[src/rtl/rng_health_sampler.sv]
// rng_health_sampler
//   Consumer side of the 32-bit ring-oscillator RNG. Enables the generator,
//   samples its word every SAMPLE_GAP cycles, throws away a warm-up burst of
//   WARMUP_WORDS samples, then runs a repetition-count test (RCT) and an
//   adaptive-proportion test (APT) on every sample. Passing words are offered
//   downstream on a valid/ready handshake; a failing word halts the generator
//   and latches a sticky alarm flag.
//
// Ports
//   clk        system clock
//   rst_n      asynchronous active-low reset
//   start      pulse: begin warm-up from IDLE or FAIL, clears fail flags
//   stop       pulse: return to IDLE from any state (wins over start)
//   rng_word   32-bit word from the generator
//   rng_enable generator enable, high in WARMUP/SAMPLE/HOLD
//   out_word   health-tested word
//   out_valid  out_word is valid
//   out_ready  downstream accepts out_word
//   busy       state is neither IDLE nor FAIL
//   rct_fail   sticky repetition-count failure
//   apt_fail   sticky adaptive-proportion failure
module rng_health_sampler #(
  parameter int WARMUP_WORDS = 16,
  parameter int SAMPLE_GAP   = 4,
  parameter int RCT_CUTOFF   = 3,
  parameter int APT_WINDOW   = 64,
  parameter int APT_CUTOFF   = 8
) (
  input  logic        clk,
  input  logic        rst_n,
  input  logic        start,
  input  logic        stop,
  input  logic [31:0] rng_word,
  output logic        rng_enable,
  output logic [31:0] out_word,
  output logic        out_valid,
  input  logic        out_ready,
  output logic        busy,
  output logic        rct_fail,
  output logic        apt_fail
);

  localparam int GAP_W  = $clog2(SAMPLE_GAP);
  localparam int WARM_W = $clog2(WARMUP_WORDS + 1);
  localparam int RCT_W  = $clog2(RCT_CUTOFF + 1);
  localparam int WIN_W  = $clog2(APT_WINDOW + 1);

  localparam logic [GAP_W-1:0]  GAP_ZERO  = GAP_W'(0);
  localparam logic [GAP_W-1:0]  GAP_ONE   = GAP_W'(1);
  localparam logic [GAP_W-1:0]  GAP_LAST  = GAP_W'(SAMPLE_GAP - 1);
  localparam logic [WARM_W-1:0] WARM_ZERO = WARM_W'(0);
  localparam logic [WARM_W-1:0] WARM_ONE  = WARM_W'(1);
  localparam logic [WARM_W-1:0] WARM_LAST = WARM_W'(WARMUP_WORDS - 1);
  localparam logic [RCT_W-1:0]  RCT_ZERO  = RCT_W'(0);
  localparam logic [RCT_W-1:0]  RCT_ONE   = RCT_W'(1);
  localparam logic [RCT_W-1:0]  RCT_MAX   = RCT_W'(RCT_CUTOFF);
  localparam logic [WIN_W-1:0]  WIN_ZERO  = WIN_W'(0);
  localparam logic [WIN_W-1:0]  WIN_ONE   = WIN_W'(1);
  localparam logic [WIN_W-1:0]  WIN_LAST  = WIN_W'(APT_WINDOW);
  localparam logic [WIN_W-1:0]  APT_MAX   = WIN_W'(APT_CUTOFF);

  typedef enum logic [2:0] {
    ST_IDLE   = 3'd0,
    ST_WARMUP = 3'd1,
    ST_SAMPLE = 3'd2,
    ST_HOLD   = 3'd3,
    ST_FAIL   = 3'd4
  } state_t;

  state_t            state_r;
  logic [GAP_W-1:0]  gap_r;
  logic [WARM_W-1:0] warm_r;
  logic [RCT_W-1:0]  rct_cnt_r;
  logic [31:0]       prev_r;
  logic [31:0]       apt_ref_r;
  logic [WIN_W-1:0]  apt_cnt_r;
  logic [WIN_W-1:0]  win_cnt_r;
  logic [31:0]       out_word_r;
  logic              out_valid_r;
  logic              active_r;
  logic              rct_fail_r;
  logic              apt_fail_r;

  logic              sample_tick_s;
  logic              new_win_s;
  logic [RCT_W-1:0]  rct_cnt_next_s;
  logic [WIN_W-1:0]  apt_cnt_next_s;
  logic [WIN_W-1:0]  win_cnt_next_s;
  logic              rct_hit_s;
  logic              apt_hit_s;

  // Health-test arithmetic for the word currently on rng_word; only consumed on a SAMPLE tick.
  always_comb begin
    sample_tick_s = (gap_r == GAP_LAST);
    // rct_cnt_r == 0 marks the first tested sample after warm-up.
    if (rct_cnt_r == RCT_ZERO) begin
      rct_cnt_next_s = RCT_ONE;
    end else if (rng_word == prev_r) begin
      if (rct_cnt_r == RCT_MAX) begin
        rct_cnt_next_s = RCT_MAX;
      end else begin
        rct_cnt_next_s = rct_cnt_r + RCT_ONE;
      end
    end else begin
      rct_cnt_next_s = RCT_ONE;
    end
    // A window opens on the very first tested sample and after a full window.
    new_win_s = (win_cnt_r == WIN_ZERO) || (win_cnt_r == WIN_LAST);
    if (new_win_s) begin
      win_cnt_next_s = WIN_ONE;
      apt_cnt_next_s = WIN_ONE;
    end else begin
      win_cnt_next_s = win_cnt_r + WIN_ONE;
      if (rng_word == apt_ref_r) begin
        apt_cnt_next_s = apt_cnt_r + WIN_ONE;
      end else begin
        apt_cnt_next_s = apt_cnt_r;
      end
    end
    rct_hit_s = (rct_cnt_next_s >= RCT_MAX);
    apt_hit_s = (apt_cnt_next_s >= APT_MAX);
  end

  // Main controller: state, gap/warm-up counters, test state, output register and flags.
  always_ff @(posedge clk or negedge rst_n) begin
    if (!rst_n) begin
      state_r     <= ST_IDLE;
      gap_r       <= GAP_ZERO;
      warm_r      <= WARM_ZERO;
      rct_cnt_r   <= RCT_ZERO;
      prev_r      <= 32'd0;
      apt_ref_r   <= 32'd0;
      apt_cnt_r   <= WIN_ZERO;
      win_cnt_r   <= WIN_ZERO;
      out_word_r  <= 32'd0;
      out_valid_r <= 1'b0;
      active_r    <= 1'b0;
      rct_fail_r  <= 1'b0;
      apt_fail_r  <= 1'b0;
    end else if (stop) begin
      // Stop wins over start and over a same-cycle handshake; flags are kept.
      state_r     <= ST_IDLE;
      out_valid_r <= 1'b0;
      active_r    <= 1'b0;
    end else begin
      case (state_r)
        ST_IDLE, ST_FAIL: begin
          out_valid_r <= 1'b0;
          if (start) begin
            state_r    <= ST_WARMUP;
            active_r   <= 1'b1;
            gap_r      <= GAP_ZERO;
            warm_r     <= WARM_ZERO;
            rct_cnt_r  <= RCT_ZERO;
            apt_cnt_r  <= WIN_ZERO;
            win_cnt_r  <= WIN_ZERO;
            prev_r     <= 32'd0;
            apt_ref_r  <= 32'd0;
            rct_fail_r <= 1'b0;
            apt_fail_r <= 1'b0;
          end
        end
        ST_WARMUP: begin
          if (sample_tick_s) begin
            gap_r <= GAP_ZERO;
            if (warm_r == WARM_LAST) begin
              warm_r  <= WARM_ZERO;
              state_r <= ST_SAMPLE;
            end else begin
              warm_r <= warm_r + WARM_ONE;
            end
          end else begin
            gap_r <= gap_r + GAP_ONE;
          end
        end
        ST_SAMPLE: begin
          if (sample_tick_s) begin
            gap_r <= GAP_ZERO;
            if (rct_hit_s || apt_hit_s) begin
              state_r    <= ST_FAIL;
              active_r   <= 1'b0;
              rct_fail_r <= rct_fail_r | rct_hit_s;
              apt_fail_r <= apt_fail_r | apt_hit_s;
            end else begin
              rct_cnt_r   <= rct_cnt_next_s;
              prev_r      <= rng_word;
              apt_cnt_r   <= apt_cnt_next_s;
              win_cnt_r   <= win_cnt_next_s;
              apt_ref_r   <= new_win_s ? rng_word : apt_ref_r;
              out_word_r  <= rng_word;
              out_valid_r <= 1'b1;
              state_r     <= ST_HOLD;
            end
          end else begin
            gap_r <= gap_r + GAP_ONE;
          end
        end
        ST_HOLD: begin
          // Gap counter and test state stay frozen until the word is taken.
          if (out_ready) begin
            out_valid_r <= 1'b0;
            gap_r       <= GAP_ZERO;
            state_r     <= ST_SAMPLE;
          end
        end
        default: begin
          state_r     <= ST_IDLE;
          out_valid_r <= 1'b0;
          active_r    <= 1'b0;
        end
      endcase
    end
  end

  assign rng_enable = active_r;
  assign busy       = active_r;
  assign out_word   = out_word_r;
  assign out_valid  = out_valid_r;
  assign rct_fail   = rct_fail_r;
  assign apt_fail   = apt_fail_r;

endmodule

[config.mk]
export PLATFORM = sky130hd
export DESIGN_NAME = rng_health_sampler
export DESIGN_NICKNAME = d
export VERILOG_FILES = /design/src/rtl/rng_health_sampler.sv
export SDC_FILE = /design/constraint.sdc
export NUM_CORES = 1
export LEC_CHECK = 0
export CORE_MARGIN = 8
export CORE_UTILIZATION = 50
export CTS_BUF_LIST = sky130_fd_sc_hd__clkbuf_4 sky130_fd_sc_hd__clkbuf_8
export CTS_CLUSTER_SIZE = 20
export DETAILED_ROUTE_END_ITERATION = 16
export PLACE_DENSITY = 0.73
export SLEW_MARGIN = 20
export SYNTH_ARGS = -nofsm -noshare
export SYNTH_HDL_FRONTEND = slang
export SYNTH_SLANG_ARGS = --single-unit
export TNS_END_PERCENT = 50
[constraint.sdc]
create_clock -name clk -period 3.22 [get_ports clk]
set_input_delay 0.483 -clock clk [delete_from_list [all_inputs] [get_ports clk]]
set_output_delay 0.483 -clock clk [all_outputs]
set_load 0.005 [all_outputs]
==> metrics <==
CP max FO 36; Buf/Inv on CP 4; clock root buffer clkbuf_8; crit path setup slack, layout 0.174 ns; Worst R2R Path Depth 8; Avg Inst Size Synth 11.0 µm²; area of the multi-input gates 2590 µm²; cell repeated most along the worst path buf_4; Mapped Nets 585; die width 125 µm; Die Area 15700 µm²; R2R Setup Slk 0.33 ns; Post-Place Cells 777; prevailing post-synth register cell dfrtp_1; max incr delay on CP 0.46 ns; outcome finished, final reports clean; minimum clock period 3.05 ns; Synth cell types 51; Max Cap Viol 0; final wirelength 14200 µm; Final Cell Area 7550 µm²; fill count 952; pre-CTS WS -0.217 ns; cells after synthesis 543; Cell Pwr Density 620 nW/µm²; Seq/Total Area, Yosys 52.5%; Ys Warns 0; post-CTS resize count 0; RSZ-0062 raised after global routing no; final hold violation count 0; TritonCTS clock tree yes; Final Core Density 63.9%; mapped cell area 5960 µm²; Iter 0 DRT Violations 302; setup TNS 0 ns; Remaining Overflow, GRT 0; die height 125 µm; Net count, final 691; Antenna Nets Post-Route 0; ys async rst share 100%; Sink Count 125; initial antenna violation count 0; Reg-to-Reg Start apt_ref_r[24]$_DFFE_PN0P_; initial core utilization 50.4%; CP max stage cell clkdlybuf4s50_1; Worst Path Class, Setup input pin to flop; hold bufs inserted after CTS 0; setup bufs post-CTS 0; DR pass1 iterations 5; total power 4.68 mW; fraction of layout cells with a size suffix above 1 18.3%; Synth Register Bits 125; final setup vio count 0; Antenna Cells 0; crit-path cells clkdlybuf4s50_1 > buf_4 > xor2_1 > nor4_1 > buf_4 > nand4_1 > or3_4 > a21oi_1 > nand2b_2 > buf_12 > nand2_1 > o21ai_0; fin. max-slew vios 0; Relative slew margins 51.0%; Startpoint Class input pin; LEAKAGE 3.49 nW; vias in the first global route 4711; PortBufs 73; Num CTS Buffers 17; clk_skew 0.0134 ns; Vias/cell 5.58; number of flops mapped to enable cells by yosys 0; gr usage total 19.0%; fin crit share 94.6%; first-pass GRT wire length 24000 µm; placed inst area 7070 µm²; Final HPWL DP 10000 µm; # DRC 0; CP top delay family simple AND/OR/NAND/NOR gates; Avg WL per Cell 17.6 µm; worst slew pin tran 0.735 ns; Synth-to-Final Area Change 26.7%; Core ar. 11800 µm²; clk slew on worst S/H paths 0.08 ns; Req. time, crit path 3.57 ns; final std cells w/o fill 809; Hold WC Path Type input pin to async pin; H-tree depth 4; R2R Path End out_word[23]$_DFFE_PN0P_; buffer depth of the longest clock path 2; worst skew pair latency 0.44 ns; via count 4518; largest net degree at the start of global routing 79; Boundary Pins 74; CP Capture Type flop; worst hold slack 0.0537 ns; VDD IR max 311 µV; GPL Wtd Cong 0.850; register area 3130 µm²; fmax 328 MHz; cell row count 40; Worst Path Arrival 3.40 ns
[registers in the layout, summed over array words and instances (netlist names)]
register	cells
prev_r	32
apt_cnt_r	7
busy	1
gap_r	2
win_cnt_r	6
out_word	32
out_valid	1
rct_cnt_r	2
apt_fail	1
warm_r	5
rct_fail	1
state_r	3
apt_ref_r	32
[power by group]
group	switching, mW	internal [mW]
sequential	0.169	1.82
clock	0.615	1.04
combinational	0.449	0.588
[Yosys cell counts (8+ instances only)]
| cell type | n | share of area [%] |
|---|---|---|
| o21ai_0 | 47 | 3.9 |
| xor2_1 | 64 | 9.4 |
| nand2_1 | 78 | 4.9 |
| mux2_2 | 30 | 5.7 |
| nor2_1 | 12 | 0.76 |
| a22o_1 | 31 | 4.6 |
| a21oi_1 | 14 | 1.2 |
| buf_6 | 11 | 2.1 |
| inv_1 | 8 | 0.50 |
| nor4_1 | 19 | 2.0 |
| nand3_1 | 8 | 0.67 |
| clkbuf_1 | 10 | 0.63 |
| dfrtp_1 | 125 | 53 |
[how the worst max path moves through the flow]
stage | startpoint | end | slack (ns) | cells past startpoint
after global placement | rng_word[12] | out_word[19]$_DFFE_PN0P_ | -0.17 | 9
after detailed placement | rng_word[12] | out_word[22]$_DFFE_PN0P_ | -0.22 | 9
after CTS | rng_word[12] | out_word[22]$_DFFE_PN0P_ | 0.24 | 9
final | rng_word[17] | apt_cnt_r[1]$_DFFE_PN0P_ | 0.17 | 12
after global routing | rng_word[17] | apt_cnt_r[1]$_DFFE_PN0P_ | 0.03 | 12
after floorplan | win_cnt_r[0]$_DFFE_PN0P_ | out_word[0]$_DFFE_PN0P_ | 0.72 | 10
[routing by layer]
| metal | vias up | global-route usage, % | wire [µm] |
|---|---|---|---|
| met5 | - | 0 | 0 |
| met4 | 0 | 7.31 | 195 |
| li1 | 2129 | - | - |
| met3 | 16 | 4.59 | 725 |
| met2 | 121 | 31.4 | 7110 |
| met1 | 2252 | 23.6 | 6190 |
[cell usage in the layout, fill, tap and decap left out, types with 12 or more instances in the layout]
| cell type | n |
|---|---|
| mux2_2 | 30 |
| o21ai_0 | 47 |
| a21oi_1 | 14 |
| clkdlybuf4s50_1 | 72 |
| a22o_1 | 31 |
| nor2_1 | 12 |
| nand2_1 | 78 |
| nor4_1 | 19 |
| dfrtp_1 | 125 |
| buf_4 | 39 |
| xor2_1 | 64 |
| clkbuf_8 | 18 |
[cell families after synthesis]
group	after synthesis	share of synthesized area, %
AOI/OAI and AO/OA	120	13.6
xor gates and xnor gates	64	9.41
adders and majority gates	5	1.05
buffers and inverters	38	4.05
DFF	125	52.5
muxes	37	6.89
and+or+nand+nor	154	12.5
[final cells by class]
class | count | area share [%]
inverter | 8 | 0.398
clock buffer | 21 | 3.58
clock inverter | 11 | 2.83
sequential | 125 | 41.4
multi-input combinational | 380 | 34.3
tap | 147 | 2.44
timing repair buffer | 117 | 15.0
Power figures use the tool's default switching activity.
